--- config.mk ---
export PLATFORM = sky130hd
export DESIGN_NAME = fb_writer
export DESIGN_NICKNAME = d
export VERILOG_FILES = /design/src/rtl/fb_writer.sv
export SDC_FILE = /design/constraint.sdc
export NUM_CORES = 1
export LEC_CHECK = 0
export ABC_AREA = 1
export CORE_ASPECT_RATIO = 0.5
export CORE_MARGIN = 1.5
export CORE_UTILIZATION = 47
export DETAILED_ROUTE_END_ITERATION = 7
export PLACE_DENSITY = 0.77
export SYNTH_ARGS = -nofsm -noshare
export SYNTH_HDL_FRONTEND = slang
export SYNTH_SLANG_ARGS = --single-unit
--- constraint.sdc ---
create_clock -name clock -period 2.5 [get_ports clock]
set_input_delay 0.5 -clock clock [delete_from_list [all_inputs] [get_ports clock]]
set_output_delay 0.5 -clock clock [all_outputs]
set_load 0.02 [all_outputs]
--- src/rtl/fb_writer.sv ---
// Frame-buffer writer: accepts (x, y, colour) beats, drops out-of-range ones,
// and issues linear-address writes through a two-stage stallable pipeline.
module fb_writer #(
  parameter int H_RES   = 320,
  parameter int V_RES   = 240,
  parameter int COLOR_W = 8
) (
  input  logic               clock,
  input  logic               reset,
  input  logic               in_valid,
  output logic               in_ready,
  input  logic [10:0]        x_coord,
  input  logic [10:0]        y_coord,
  input  logic [COLOR_W-1:0] color,
  output logic               wr_en,
  input  logic               mem_ready,
  output logic [16:0]        wr_addr,
  output logic [COLOR_W-1:0] wr_data,
  output logic               frame_done,
  output logic [15:0]        drop_count
);

  localparam int unsigned FRAME_PIXELS = H_RES * V_RES;
  localparam logic [16:0] LAST_ADDR    = 17'(FRAME_PIXELS - 1);

  // Linear address; the product is formed at 32 bits so nothing is lost before narrowing.
  function automatic logic [16:0] pixel_addr(input logic [10:0] x, input logic [10:0] y);
    return 17'(32'(y) * 32'(H_RES) + 32'(x));
  endfunction

  logic               a_valid_r;
  logic [10:0]        a_x_r;
  logic [10:0]        a_y_r;
  logic [COLOR_W-1:0] a_color_r;

  logic               wr_en_r;
  logic [16:0]        wr_addr_r;
  logic [COLOR_W-1:0] wr_data_r;
  logic               frame_done_r;
  logic [15:0]        drop_count_r;

  logic in_range_s;
  logic b_complete_s;
  logic a_advance_s;
  logic in_ready_s;
  logic load_a_s;
  logic drop_s;

  // Handshake and pipeline-advance decisions.
  always_comb begin
    in_range_s   = 1'b0;
    b_complete_s = 1'b0;
    a_advance_s  = 1'b0;
    in_ready_s   = 1'b0;
    load_a_s     = 1'b0;
    drop_s       = 1'b0;
    if ((32'(x_coord) < 32'(H_RES)) && (32'(y_coord) < 32'(V_RES))) begin
      in_range_s = 1'b1;
    end else begin
      in_range_s = 1'b0;
    end
    b_complete_s = wr_en_r && mem_ready;
    a_advance_s  = a_valid_r && (!wr_en_r || mem_ready);
    in_ready_s   = !a_valid_r || a_advance_s;
    if (in_valid && in_ready_s) begin
      load_a_s = in_range_s;
      drop_s   = !in_range_s;
    end else begin
      load_a_s = 1'b0;
      drop_s   = 1'b0;
    end
  end

  // Stage A: holds one accepted in-range beat until stage B can take it.
  always_ff @(posedge clock or posedge reset) begin
    if (reset) begin
      a_valid_r <= 1'b0;
      a_x_r     <= 11'd0;
      a_y_r     <= 11'd0;
      a_color_r <= '0;
    end else if (load_a_s) begin
      a_valid_r <= 1'b1;
      a_x_r     <= x_coord;
      a_y_r     <= y_coord;
      a_color_r <= color;
    end else if (a_advance_s) begin
      a_valid_r <= 1'b0;
    end else begin
      a_valid_r <= a_valid_r;
    end
  end

  // Stage B: the outstanding write; frozen while memory stalls it.
  always_ff @(posedge clock or posedge reset) begin
    if (reset) begin
      wr_en_r   <= 1'b0;
      wr_addr_r <= 17'd0;
      wr_data_r <= '0;
    end else if (a_advance_s) begin
      wr_en_r   <= 1'b1;
      wr_addr_r <= pixel_addr(a_x_r, a_y_r);
      wr_data_r <= a_color_r;
    end else if (b_complete_s) begin
      wr_en_r   <= 1'b0;
    end else begin
      wr_en_r   <= wr_en_r;
    end
  end

  // End-of-frame pulse and saturating drop counter.
  always_ff @(posedge clock or posedge reset) begin
    if (reset) begin
      frame_done_r <= 1'b0;
      drop_count_r <= 16'd0;
    end else begin
      frame_done_r <= b_complete_s && (wr_addr_r == LAST_ADDR);
      if (drop_s && (drop_count_r != 16'hFFFF)) begin
        drop_count_r <= drop_count_r + 16'd1;
      end else begin
        drop_count_r <= drop_count_r;
      end
    end
  end

  assign in_ready   = in_ready_s;
  assign wr_en      = wr_en_r;
  assign wr_addr    = wr_addr_r;
  assign wr_data    = wr_data_r;
  assign frame_done = frame_done_r;
  assign drop_count = drop_count_r;

endmodule

Word-level counts from Yosys, hierarchy flattened --
Index checks and enable logic that the tools add are counted.
Word-level totals: output and inout port bits 44, register bits 74, bits of input ports 34, logic and storage cells 36
Cells by class: reduce and logical (&&, ||, !) cells 13, multiply operators 1, add/subtract/negate cells 2, multiplexer cells 7, order comparisons 2, equal/unequal tests 2
Operators by type and width (number):
- $add A17 B11 Y17 | 1
- $eq A17 B17 Y1 const B | 1
- $add A16 B1 Y16 const B | 1
- $ne A16 B16 Y1 const B | 1
- $lt A11 B8 Y1 const B | 1
- $lt A11 B9 Y1 const B | 1
- $mul A11 B3 Y11 const B | 1
- $mux W1 | 7
- $logic_and A1 B1 Y1 | 6
- $reduce_bool A2 Y1 | 2
- $logic_not A1 Y1 | 3
- $logic_or A1 B1 Y1 | 2

Logic depth before layout (Yosys ltp) --
Gate-level depths: netlist of run 1.
word-level depth 7, gate-level depth with buffers 13, gate-level depth less buffers 13

Worst setup path after synthesis of run 1 --
Ideal clock, no wire load.
path kind flip-flop to flip-flop, start point register a_y_r[1], end point register wr_addr_r[11], in the netlist wr_addr[11], stages on the path, launching flop included 12, required time 2.418 ns, data arrival time 2.378 ns, library setup time 0.082 ns, buffers on the path 0, clock period less this slack 2.459 ns, path slack 0.041 ns, path through dfrtp_1 -> ha_1 -> ha_1 -> fa_1 -> ha_1 -> nand2_1 -> nor2_1 -> nand2_1 -> o211ai_1 -> inv_1 -> or2_2 -> a31oi_1
On the way: longest elaborated chain between the ends 2
RTL lines:
- from (decl) | line 33 | logic [10:0] a_y_r;
- from (signal assigned) | line 84 | a_y_r <= y_coord;
- $mul A11 B3 Y11 | line 28 | return 17'(32'(y) * 32'(H_RES) + 32'(x));
- $add A17 B11 Y17 | line 28
- to (signal assigned) | line 101 | wr_addr_r <= pixel_addr(a_x_r, a_y_r);
- to (decl) | line 37 | logic [16:0] wr_addr_r;
Every way passes these cells. A chain may end at the register's enable or synchronous reset.

Worst setup path in the final report of run 1 --
start point register a_y_r[1], end point register wr_addr_r[15], in the netlist wr_addr[15]
Same word-level chain as after synthesis.

==> impl_metrics.toml, run 1 <==
[status]
status = "complete, but fails checks"
violations = "setup timing"

[setup_path]
regToRegSetupSlack_ns = -0.08
required_ns = 2.72
worstPathCellList = "ha_1 > ha_2 > fa_1 > ha_4 > nand2_2 > nor2_1 > nand2_1 > o211ai_1 > nand3_1 > nor2_1 > nand2_1 > nand3_1 > nand2_1"
crit_arrival_ns = 2.80
r2r-start = "a_y_r[1]"
start_kind = "flop"
path_buf_inv = 0
worstPathMaxFanout = 4
reg2reg_depth = 13
crit_top_cell = "nand2_1"
rr_endpoint = "wr_addr[15]"
cp-end-kind = "flop"
critPathSlowestCell = "fa_1"
crit_family = "adder cells"
critPathMaxStageDelay_ns = 0.48
path_class = "reg -> reg"

[drt]
drc = 0
drt_iter0_markers = 205
first_pass_iters = 4
drt-vias-per-instance = 4.90
wl_um = 8630
vias = 3271
ant_nets = 0
post_drt_wl_per_cell_um = 12.9

[floorplanning]
core_sq_um = 7940
die_w_um = 131
io_pins = 78
rows = 23
die-area_sq_um = 8720
die_h_um = 66.8
start_util_pct = 48.2

[timing]
max_freq_mhz = 388
hold_violations = 0
skew_ns = 0.00617
fin_crit_ns = 2.58
slew_violations = 0
slew-limit-headroom_pct = 66.9
setup_ws_ns = -0.0795
fin_crit_sh_pct = 103
tightest_slew_ns = 0.495
final-setup-viol-count = 2
rsz0062_at_grt = "true"

[layout]
final_nets = 607
drive_gt1_share_pct = 7.39
antenna_cells = 0
postLayoutCellArea_sq_um = 5120
instances_no_fill = 667
syn_to_final_growth_pct = 34.0
seq_area_sq_um = 1850
multiInputGateArea_sq_um = 1750
fillers = 665

[placed_design]
place_area_sq_um = 4780
numPlacedInstances = 648
gp_congestion = 0.883
dp_hpwl_um = 6180
portBuffers = 77

[synth]
ys.warnings.count = 0
netlist_instances = 461
postSynthAreaPerCell_sq_um = 8.30
synth-seq-cells = 74
synth_seq_area_share_pct = 48.4
synth_cell_type_count = 29
synth_area_sq_um = 3820
syn-num-nets = 518

[grt]
track_usage_pct = 21.3
grt_pass1_vias = 3054
grt_max_degree = 40
antenna_found_initial = 0
grt-ovfl-total = 0
grt_pass1_wl_um = 14100

[hold_path]
hp-class = "reg -> reg"
hold_start = "a_color_r[7]"
worstHoldPathCells = 2
min_to = "wr_data[7]"

[clock_tree]
cts_tree = "done"
cts-buffers-inserted = 9
clk_pin_slew_ns = 0.05
max-clock-path-buffers = 2
cts.sinks = 74
root_buffer = "clkbuf_16"
htreeDepth = 3
worstSkewPairLatency_ns = 0.33

[pwr]
power.density_nw_per_um2 = 775
ir_drop_mv = 0.436
power_w = 0.00397
p_leak_nw = 2.56

[job]
maxCapViolCount = 0
cells in the mapped netlist (all sizes together):
cell type | count | area [sq um]
dfrtp | 74 | 1850
a31oi | 3 | 18.8
nand4 | 11 | 75.1
buf | 7 | 43.8
nand3 | 35 | 185
clkbuf | 7 | 26.3
fa | 2 | 40.0
a21oi | 20 | 100
inv | 46 | 173
o21ai | 25 | 125
or2 | 1 | 6.26
nor4 | 3 | 18.8
nor3b | 2 | 15.0
nor3 | 5 | 25.0
nor2 | 33 | 131
o21a | 1 | 7.51
nand3b | 2 | 15.0
xor2 | 11 | 96.3
o21bai | 1 | 7.51
ha | 21 | 263
nand2 | 144 | 541
xnor2 | 6 | 52.6
o211ai | 1 | 7.51
layout make-up:
class	count	share of cell area [%]
inverter	46	3.37
clock buffer	14	5.15
multi-input combinational	327	34.2
sequential	74	36.1
clock inverter	2	0.684
tap	112	2.73
timing repair buffer	92	17.7
cell families (layout without fill, tap and decap cells):
logic type / count (synthesis) / in the layout / synth area share (%)
buffers and inverters: 60 / 154 / 6.35
XOR/XNOR: 17 / 17 / 3.89
AO/OA/AOI/OAI: 51 / 51 / 6.97
adder cells (fa/ha/maj): 23 / 23 / 7.92
AND/OR/NAND/NOR: 236 / 236 / 26.5
flip-flops: 74 / 74 / 48.4
worst min-delay path: stages, from the launching register on:
cell	delay, ns
dfrtp_1	0.34
nand2_1	0.05
nand2_1	0.05
cells in the final DEF (no fill, tap or decap):
cell / count
a21oi_1: 20
a31oi_1: 3
buf_12: 2
buf_4: 13
bufinv_16: 1
clkbuf_1: 3
clkbuf_16: 9
clkbuf_8: 2
clkdlybuf4s50_1: 77
clkinv_2: 1
dfrtp_1: 74
fa_1: 2
ha_1: 19
ha_2: 1
ha_4: 1
inv_1: 44
inv_2: 2
nand2_1: 143
nand2_2: 1
nand3_1: 33
nand3_2: 2
nand3b_1: 2
nand4_1: 10
nand4_2: 1
nor2_1: 29
nor2_2: 4
nor3_1: 5
nor3b_1: 2
nor4_1: 3
o211ai_1: 1
o21a_1: 1
o21ai_0: 25
o21bai_1: 1
or2_4: 1
xnor2_1: 6
xor2_1: 11
how the worst max path moves through the flow:
stage	from	endpoint	slack, ns	cells after the start
floorplan	a_y_r[1]	wr_addr[11]	0.04	11
global placement	a_y_r[1]	wr_addr[15]	-0.03	11
global route	a_y_r[1]	wr_addr[15]	-0.23	13
CTS	a_y_r[1]	wr_addr[15]	-0.08	13
detailed placement	a_y_r[1]	wr_addr[15]	-0.09	11
finish	a_y_r[1]	wr_addr[15]	-0.08	13
stage by stage:
step	hold WS [ns]	setup TNS (ns)	setup slack [ns]	utilization, %
after floorplan	0.440	0	0.0406	-
after global placement	0.448	-0.0381	-0.0267	60.2
after detailed placement	0.457	-0.170	-0.0947	60.2
after CTS	0.471	-0.151	-0.0785	64.3
after global routing	0.495	-0.486	-0.228	64.5
final	0.467	-0.0976	-0.0795	64.5
where the power goes:
| part | switching (W) | internal [W] | total, W |
|---|---|---|---|
| combinational | 0.000586 | 0.000509 | 0.00110 |
| clock | 0.000467 | 0.000826 | 0.00129 |
| sequential | 0.000201 | 0.00138 | 0.00158 |
| total | 0.00125 | 0.00272 | 0.00397 |
per-layer routing:
metal,track usage (%),share of wire [%]
met1,27.0,46
met2,36.6,48
met3,5.46,4.8
met4,5.36,1.2
met5,0,0
sequential cells by signal, summed over array words and instances, names as in the netlist:
| name | count |
|---|---|
| drop_count | 16 |
| a_y_r | 11 |
| a_x_r | 11 |
| a_valid_r | 1 |
| wr_addr | 17 |
| wr_en | 1 |
| a_color_r | 8 |
| wr_data | 8 |
| frame_done | 1 |
repair_timing:
action	in CTS	in global routing
buffers inserted	1	2
endpoints found under the setup margin	3	5
hold endpoints to repair	0	0
pin swaps	7	9
hold buffers	0	0
gates resized for setup	3	2
No activity file was read; power rests on OpenSTA's default activity.
==> run 2: changes to the inputs <==
--- a/config.mk
+++ b/config.mk
@@ -10,7 +10,9 @@
 export CORE_MARGIN = 1.5
 export CORE_UTILIZATION = 47
 export DETAILED_ROUTE_END_ITERATION = 7
+export GPL_TIMING_DRIVEN = 0
 export PLACE_DENSITY = 0.77
+export SLEW_MARGIN = 10
 export SYNTH_ARGS = -nofsm -noshare
 export SYNTH_HDL_FRONTEND = slang
 export SYNTH_SLANG_ARGS = --single-unit
==> impl_metrics.toml, run 2 (synthesis gave the netlist of run 1 again) <==
[pwr]
p_leak_nw = 2.55
power.density_nw_per_um2 = 760
ir_drop_mv = 0.372

[grt]
grt-ovfl-total = 0
grt_pass1_wl_um = 14000
antenna_found_initial = 0
grt.met1_usage_pct = 27.9
grt_max_degree = 64
grt.busiest_layer = "met2"
grt_use_met2_pct = 34.4
use_met3_pct = 6.18
track_usage_pct = 21.5
grt_pass1_vias = 2942

[setup_path]
path_class = "reg -> reg"
crit_arrival_ns = 2.87
r2r-start = "a_y_r[1]"
required_ns = 2.75
reg2reg_depth = 12
worstPathMaxFanout = 3
cp-end-kind = "flop"
regToRegSetupSlack_ns = -0.11
start_kind = "flop"
rr_endpoint = "wr_addr[11]"

[clock_tree]
cts_tree = "done"
worstSkewPairLatency_ns = 0.33
clk_pin_slew_ns = 0.06
cts-buffers-inserted = 9
cts.sinks = 74
max-clock-path-buffers = 2
root_buffer = "clkbuf_16"
htreeDepth = 3

[timing]
fin_crit_ns = 2.61
fin_crit_sh_pct = 105
whs_ns = 0.427
hold_violations = 0
setup_ws_ns = -0.114
slew-limit-headroom_pct = 62.9
max_freq_mhz = 383
tightest_slew_ns = 0.557
setup_tns_ns = -0.385
rsz0062_at_grt = "true"
slew_violations = 0
final-setup-viol-count = 5
skew_ns = 0.00419

[layout]
instances_no_fill = 674
drive_gt1_share_pct = 8.36
fin_util_pct = 64.7
syn_to_final_growth_pct = 34.3
seq_area_sq_um = 1850
mostFrequentLayoutCells = "141 x nand2_1, 77 x clkdlybuf4s50_1, 74 x dfrtp_1"
layout.cells.most_common = "nand2_1"
antenna_cells = 0
fillers = 651
largest_register_ffs = 17
multiInputGateArea_sq_um = 1770
final_nets = 614

[placed_design]
numPlacedInstances = 651
gp_congestion = 0.848
pre_cts_slack_ns = -0.144
portBuffers = 77
dp_hpwl_um = 6190

[drt]
drc = 0
ant_nets = 0
post_drt_wl_per_cell_um = 12.9
drt-vias-per-instance = 4.93
first_pass_iters = 4
wl_um = 8680
drt_iter0_markers = 192
vias = 3321

[floorplanning]
start_util_pct = 48.2
core_sq_um = 7940
die-area_sq_um = 8720
io_pins = 78
rows = 23
die_h_um = 66.8
die_w_um = 131

[status]
violations = "setup timing"
status = "complete, but fails checks"

[job]
maxCapViolCount = 0

[hold_path]
hp-class = "in -> async"
-- run 2: area by class of cell --
type	instances	share of cell area, %
buffer	14	1.36
clock buffer	12	4.99
clock inverter	4	0.511
inverter	46	3.41
multi-input combinational	327	34.4
sequential	74	36.0
tap	112	2.73
timing repair buffer	85	16.6
-- run 2: how the worst max path moves through the flow --
stage	slack, ns	endpoint	start
final	-0.11	wr_addr[11]	a_y_r[1]
after detailed placement	-0.14	wr_addr[15]	a_y_r[1]
after global routing	-0.25	wr_addr[16]	a_y_r[1]
after global placement	-1.02	wr_addr[15]	reset
after floorplan	0.04	wr_addr[11]	a_y_r[1]
after CTS	-0.13	wr_addr[15]	a_y_r[3]
-- run 2: repair_timing --
item | in CTS | in global routing
buffers inserted | 5 | 2
resized for setup | 7 | 3
hold endpoints to repair | 0 | 0
setup endpoints to repair | 4 | 6
hold buffers | 0 | 0
pin swaps | 15 | 7
-- run 2: critical path, stage by stage (launching register included) --
cell	delay [ns]
dfrtp_1	0.39
ha_1	0.30
ha_2	0.19
fa_1	0.48
ha_4	0.30
nand2_2	0.05
nor2_1	0.09
nand2_1	0.06
o211ai_1	0.11
buf_4	0.16
inv_2	0.03
or2_4	0.21
a31oi_1	0.16
-- run 2: stage by stage --
step | cell area [sq um] | power [W]
finish | 5140 | 0.00390
floorplan | 3820 | 0.00220
global route | 5140 | 0.00414
global placement | 4740 | 0.00262
CTS | 5120 | 0.00392
detailed placement | 4770 | 0.00265
-- run 2: per-layer routing --
layer  wire length, um  vias to the layer above
met4               170                        0
li1                  -                     1690
met2              3980                       79
met5                 0                        -
met1              4120                     1536
met3               409                       16
-- run 2: report_power, final --
group          switching [W]  total, W  internal [W]
sequential          0.000162   0.00154       0.00138
combinational       0.000627   0.00116      0.000536
clock               0.000473   0.00120      0.000723
